File: src/rtl/ex_muldiv_seq.sv
// Iterative RV32M multiply/divide sequencer for the EX stage (shift-add multiply, restoring divide).
// Optional build macro MULDIV_EARLY_OUT_EN: multiplies leave CALC once the remaining multiplier bits are zero.
module ex_muldiv_seq #(
  parameter int XLEN  = 32,
  parameter int CNT_W = 5
) (
  input  logic            clk,
  input  logic            rst,
  input  logic            start,
  input  logic            flush,
  input  logic [2:0]      ID_EX_func,
  input  logic [XLEN-1:0] ID_EX_rs1,
  input  logic [XLEN-1:0] ID_EX_rs2,
  output logic            stall,
  output logic            done,
  output logic [XLEN-1:0] EX_MEM_MDOUT
);

  // state | meaning
  // IDLE  | waiting for start; fast-path divide corner cases resolved here
  // CALC  | one multiplier/quotient bit per cycle, counter counts down to 0
  // FIX   | sign fix-up and result select, EX_MEM_MDOUT written
  // DONE  | one-cycle done pulse, pipeline released
  typedef enum logic [1:0] {IDLE, CALC, FIX, DONE} state_t;

  localparam logic [XLEN-1:0] MIN_NEG  = {1'b1, {(XLEN-1){1'b0}}};
  localparam logic [XLEN-1:0] ALL_ONES = {XLEN{1'b1}};

  state_t              state_q, state_d;
  logic [2:0]          func_q;
  logic                sign_res_q, sign_a_q;
  logic [XLEN-1:0]     opa_q, opb_q, rem_q, mdout_q;
  logic [2*XLEN-1:0]   prod_q;
  logic [CNT_W-1:0]    cnt_q;

  logic                is_div, a_signed, b_signed, neg_a, neg_b;
  logic [XLEN-1:0]     mag_a, mag_b, fast_res;
  logic                fast_dz, fast_ov, fast_path, calc_last;
  logic [XLEN:0]       mul_sum, rem_shift, rem_diff;
  logic [2*XLEN-1:0]   prod_al, prod_fx;
  logic [XLEN-1:0]     quo_fx, rem_fx, fix_res;

  // operand decode for the op being accepted
  always_comb begin
    is_div    = ID_EX_func[2];
    a_signed  = is_div ? ~ID_EX_func[0] : (ID_EX_func[1:0] != 2'b11);
    b_signed  = is_div ? ~ID_EX_func[0] : ~ID_EX_func[1];
    neg_a     = a_signed & ID_EX_rs1[XLEN-1];
    neg_b     = b_signed & ID_EX_rs2[XLEN-1];
    mag_a     = neg_a ? -ID_EX_rs1 : ID_EX_rs1;
    mag_b     = neg_b ? -ID_EX_rs2 : ID_EX_rs2;
    fast_dz   = is_div & (ID_EX_rs2 == '0);
    fast_ov   = is_div & ~ID_EX_func[0] & (ID_EX_rs1 == MIN_NEG) & (ID_EX_rs2 == ALL_ONES);
    fast_path = fast_dz | fast_ov;
    if (fast_dz) fast_res = ID_EX_func[1] ? ID_EX_rs1 : ALL_ONES;
    else         fast_res = ID_EX_func[1] ? '0 : MIN_NEG;
  end

  always_comb begin
    calc_last = (cnt_q == '0);
`ifdef MULDIV_EARLY_OUT_EN
    if (!func_q[2] && (opb_q[XLEN-1:1] == '0)) calc_last = 1'b1;
`endif
    mul_sum   = {1'b0, prod_q[2*XLEN-1:XLEN]} + (opb_q[0] ? {1'b0, opa_q} : '0);
    rem_shift = {rem_q, opa_q[XLEN-1]};
    rem_diff  = rem_shift - {1'b0, opb_q};
  end

  // early exit leaves the partial product cnt_q bits too high
  always_comb begin
`ifdef MULDIV_EARLY_OUT_EN
    prod_al = prod_q >> cnt_q;
`else
    prod_al = prod_q;
`endif
    prod_fx = sign_res_q ? -prod_al : prod_al;
    quo_fx  = sign_res_q ? -opa_q : opa_q;
    rem_fx  = sign_a_q ? -rem_q : rem_q;
    case (func_q)
      3'b000:                fix_res = prod_fx[XLEN-1:0];
      3'b001, 3'b010, 3'b011: fix_res = prod_fx[2*XLEN-1:XLEN];
      3'b100, 3'b101:        fix_res = quo_fx;
      default:               fix_res = rem_fx;
    endcase
  end

  always_ff @(posedge clk) begin
    if (rst) state_q <= IDLE;
    else     state_q <= state_d;
  end

  always_comb begin
    state_d = state_q;
    case (state_q)
      IDLE: if (start) state_d = fast_path ? DONE : CALC;
      CALC: if (calc_last) state_d = FIX;
      FIX:  state_d = DONE;
      DONE: state_d = IDLE;
      default: state_d = IDLE;
    endcase
    if (flush) state_d = IDLE;
  end

  always_comb begin
    stall = 1'b0;
    done  = 1'b0;
    case (state_q)
      IDLE:      stall = start;
      CALC, FIX: stall = 1'b1;
      DONE:      done  = 1'b1;
      default:   ;
    endcase
  end

  always_ff @(posedge clk) begin
    if (rst) begin
      func_q     <= '0;
      sign_res_q <= 1'b0;
      sign_a_q   <= 1'b0;
      opa_q      <= '0;
      opb_q      <= '0;
      rem_q      <= '0;
      prod_q     <= '0;
      cnt_q      <= '0;
      mdout_q    <= '0;
    end else if (!flush) begin
      case (state_q)
        IDLE: if (start) begin
          func_q     <= ID_EX_func;
          sign_res_q <= neg_a ^ neg_b;
          sign_a_q   <= neg_a;
          opa_q      <= mag_a;
          opb_q      <= mag_b;
          rem_q      <= '0;
          prod_q     <= '0;
          cnt_q      <= CNT_W'(XLEN-1);
          if (fast_path) mdout_q <= fast_res;
        end
        CALC: begin
          if (func_q[2]) begin
            opa_q <= {opa_q[XLEN-2:0], ~rem_diff[XLEN]};
            rem_q <= rem_diff[XLEN] ? rem_shift[XLEN-1:0] : rem_diff[XLEN-1:0];
          end else begin
            prod_q <= {mul_sum, prod_q[XLEN-1:1]};
            opb_q  <= opb_q >> 1;
          end
          if (!calc_last) cnt_q <= cnt_q - CNT_W'(1);
        end
        FIX: mdout_q <= fix_res;
        default: ;
      endcase
    end
  end

  assign EX_MEM_MDOUT = mdout_q;

endmodule

File: config.mk
export PLATFORM = sky130hd
export DESIGN_NAME = ex_muldiv_seq
export DESIGN_NICKNAME = d
export VERILOG_FILES = /design/src/rtl/ex_muldiv_seq.sv
export SDC_FILE = /design/constraint.sdc
export NUM_CORES = 1
export LEC_CHECK = 0
export CAP_MARGIN = 20
export CORE_MARGIN = 1
export CORE_UTILIZATION = 66
export DETAILED_ROUTE_END_ITERATION = 8
export DONT_BUFFER_PORTS = 1
export PLACE_DENSITY = 0.91
export SLEW_MARGIN = 10
export SYNTH_ARGS = -nofsm -noshare
export SYNTH_HDL_FRONTEND = slang
export SYNTH_SLANG_ARGS = --single-unit
File: constraint.sdc
create_clock -name clk -period 4.69 [get_ports clk]
set_input_delay 0.7035 -clock clk [delete_from_list [all_inputs] [get_ports clk]]
set_output_delay 0.7035 -clock clk [all_outputs]
set_load 0.005 [all_outputs]
==> impl.org <==
** Floorplan
- Vertical extent of the die :: 160.8 µm
- The initial utilization of the core area, before any placement, comes to 67.85%.
- Horiz. Die Dim :: 160.8 µm
- FP Rows :: 57
- Die area :: 25860 µm²
- Placeable Area :: 24530 µm²
- 105 I/O pins were placed.

** Setup path
- Top delay family on crit path :: compound AO/OA/AOI/OAI gates
- Slowest CP cell :: sky130_fd_sc_hd__dfxtp_1
- Data on the critical path arrives at its endpoint at 4.26 ns.
- Buf/Inv on CP :: 1
- CP Data Required Time :: 5.10 ns
- Walking the worst path, the cells encountered are ha_1 > fa_1 > nor2b_1 > o31ai_1 > a211o_1 > a21oi_1 > o21ai_1 > a311oi_1 > a211oi_4 > buf_12 > o311ai_0.
- Of all nets on the critical path, the largest fanout is 58.
- Startpoint type of the worst setup path :: register
- Crit end category :: register
- Maximum single-stage delay on the critical path :: 0.62 ns
- Critical Setup Path Class :: reg2reg

** CTS
- Buffers inserted to repair hold after CTS numbered 0.
- Insertion delay of the later-clocked pin in the worst-skew pair :: 0.55 ns
- TritonCTS built the clock tree.
- The clock passes through at most 3 buffers.
- H-tree levels :: 1
- Once the clock tree was built, the resizer swapped 0 gates to a different size.
- Clk sink count :: 204
- After clock tree synthesis, the clock-pin slew on the worst setup and hold paths is 0.06 ns.
- Clock tree root driver cell :: sky130_fd_sc_hd__clkbuf_16
- Post CTS Setup Buffer Count :: 0
- TritonCTS created 24 clock buffers.

** Drt
- Total DRC errors in the routed layout :: 0
- DRC violation total after the first TritonRoute iteration :: 2448
- The detail route stage leaves a number of antenna-violating nets equal to 0.
- Vias per cell :: 6.885
- Via count :: 17640
- The final layout contains routed wiring with a total length of 57.92 mm.
- After detailed routing, the average wire length per cell comes to 22.61 µm.
- The first detailed-routing pass took 8 iterations.

** Synth
- Total nets after synthesis :: 2468
- The share of the Yosys chip area taken by registers is 24.53%.
- The synthesized netlist contains 81 unique library cells.
- Instance count of the mapped netlist :: 2318
- Post-synthesis async set-or-reset flop share :: 0%
- Cell accounting for the most synthesized area :: sky130_fd_sc_hd__dfxtp_1
- Number of enable flip-flop cells after synthesis :: 0
- Fraction of post-synthesis cell area in the top cell type by area :: 24.53%
- Yosys printed 0 warnings.
- In the post-synthesis netlist, the cell with the most instances is sky130_fd_sc_hd__nand2_1.
- Netlist Area Pre-Place :: 16650 µm²
- Total of flip-flops plus latches after synthesis :: 204
- Among all flip-flop cells after synthesis, the most frequent one is sky130_fd_sc_hd__dfxtp_1.
- Ranking of synthesized cells by instance count :: sky130_fd_sc_hd__nand2_1, sky130_fd_sc_hd__dfxtp_1, sky130_fd_sc_hd__a21oi_1
- Synth area leaders :: sky130_fd_sc_hd__dfxtp_1, sky130_fd_sc_hd__nand2_1, sky130_fd_sc_hd__xor2_1
- Post-synthesis average cell area :: 7.182 µm²

** Global routing
- The first global-routing pass estimated 90.11 mm of wire.
- Overflow left after global routing :: 0
- For this run, the total global-route usage over all layers was measured as 43.85%.
- Pin count of the biggest net entering global routing :: 129
- The via count of the first global-routing pass was 16430.
- Antenna violations before repair :: 0

** Place
- Buffers placed on the I/O ports in this run total 0.
- The congestion estimate from routability-driven global placement came to 1.023.
- Once detailed placement completed, the half-perimeter wirelength came to 42.60 mm.
- The placed instances occupy a cell area of 16720 µm².
- Worst slack at placement :: 0.6994 ns
- # placed instances :: 2517

** STA
- RSZ-0062 raised after global routing :: false
- Max-slew violations :: 0
- Worst setup skew after layout :: 0.01022 ns
- Final critical delay including setup and external delays :: 3.855 ns
- Part of the cycle the worst path needs :: 82.19%
- Final Hold Vio Count :: 0
- Aggregate negative setup slack :: 0 ns
- Worst-case headroom to the max-slew limit :: 31.18%
- Fmax :: 259.4 MHz
- At the pin with the least slew margin, the transition time is 1.019 ns.
- Setup slack closes at 0.8355 ns.
- Setup violators final :: 0

** Flow run
- Max-cap violations :: 0

** Power and ir drop
- Int Pwr :: 0.003255 W
- Across the VDD grid, the largest voltage drop is 0.2759 mV.
- Switching Fraction :: 31.65%
- The share of total power dissipated in the clock network is 40.1%.
- The share of total power dissipated in combinational logic is 20.3%.
- Pleak :: 6.889 nW
- Power spent charging and discharging nets :: 0.001507 W
- In this run, flip-flops and latches consume 39.6% of the power.
- Power per Cell Area :: 271.7 nW/µm²

** Cells and area
- Layout overhead on the synthesized area :: 5.291%
- After routing the design area is 17530 µm².
- The post-route netlist has 4.068% of its cells at a drive strength greater than 1.
- Post-layout net count :: 2371
- The finished layout holds 2562 standard cells, fillers aside.

** Min path
- The tightest min-delay check is of the in2reg type.

** Run status
- The flow ran to the end, and the final reports show no timing, DRC or antenna violations.
registers in the layout, summed over array words and instances, names as in the netlist, 2 cells and up:
name	count
state_q	2
EX_MEM_MDOUT	32
rem_q	32
opa_q	32
opb_q	32
prod_al	64
func_q	3
cnt_q	5
logic make-up after synthesis:
group / share of synthesized area, %
fa+ha+maj: 6.028
xor+xnor: 12.21
simple gates: 23.54
compound gates: 27.95
buf+inv: 5.021
mux: 0.7216
flops: 24.53
through the flow:
step                      utilization [%]  hold slack, ns  power, W
final                               71.45          0.2309  0.004763
after global routing                71.44          0.2264  0.004928
after CTS                           71.34          0.2204  0.004720
after detailed placement            68.16          0.4405  0.002851
after global placement              68.16          0.4359  0.002831
after floorplan                         -          0.4345  0.002619
layout make-up:
class | instances | area, µm²
Tap cell | 324 | 405.4
Sequential cell | 204 | 4085
Timing Repair Buffer | 23 | 205.2
Clock buffer | 34 | 678.2
Inverter | 73 | 274.0
Multi-Input combinational cell | 1895 | 11770
Antenna cell | 1 | 2.502
Fill cell | 1994 | 7005
Clock inverter | 8 | 103.9
path summary, 6_finish.rpt:
check | slack [ns] | start | to | cells after the start
worst max register to register | 0.84 | opb_q[0] | rem_q[21] | 11
worst min-delay path | 0.23 | flush | state_q[1] | 1
worst min register to register | 0.45 | opb_q[11] | opb_q[11] | 2
worst max-delay path | 0.84 | opb_q[0] | rem_q[21] | 11
placed cells by master (no fill, tap or decap), types with 57 or more instances in the layout:
cell,Yosys,layout
sky130_fd_sc_hd__dfxtp_1,204,203
sky130_fd_sc_hd__a21oi_1,191,189
sky130_fd_sc_hd__ha_1,77,76
sky130_fd_sc_hd__nand2_1,355,355
sky130_fd_sc_hd__xnor2_1,111,111
sky130_fd_sc_hd__xor2_1,121,121
sky130_fd_sc_hd__o31ai_1,57,57
sky130_fd_sc_hd__inv_1,73,73
sky130_fd_sc_hd__o21ai_0,176,176
sky130_fd_sc_hd__nor2_1,173,170
power by group through the flow:
stage	sequential, W	clock [W]	combinational, W
final	0.00188	0.00191	0.000968
after global routing	0.00189	0.00198	0.00106
after CTS	0.00188	0.00190	0.000943
after detailed placement	0.00191	0	0.000936
after global placement	0.00191	0	0.000918
after floorplan	0.00186	0	0.000759
metal layers:
layer	GRT usage, %	vias up	routed length (µm)	share of wire (%)
li1	-	8139	-	-
met1	52.19	8154	21200	37
met2	69.62	1074	25600	44
met3	8.445	273	5863	10
met4	34.13	0	5255	9.1
met5	0	-	0	0
Note: power is estimated with default switching activity, not from simulation.
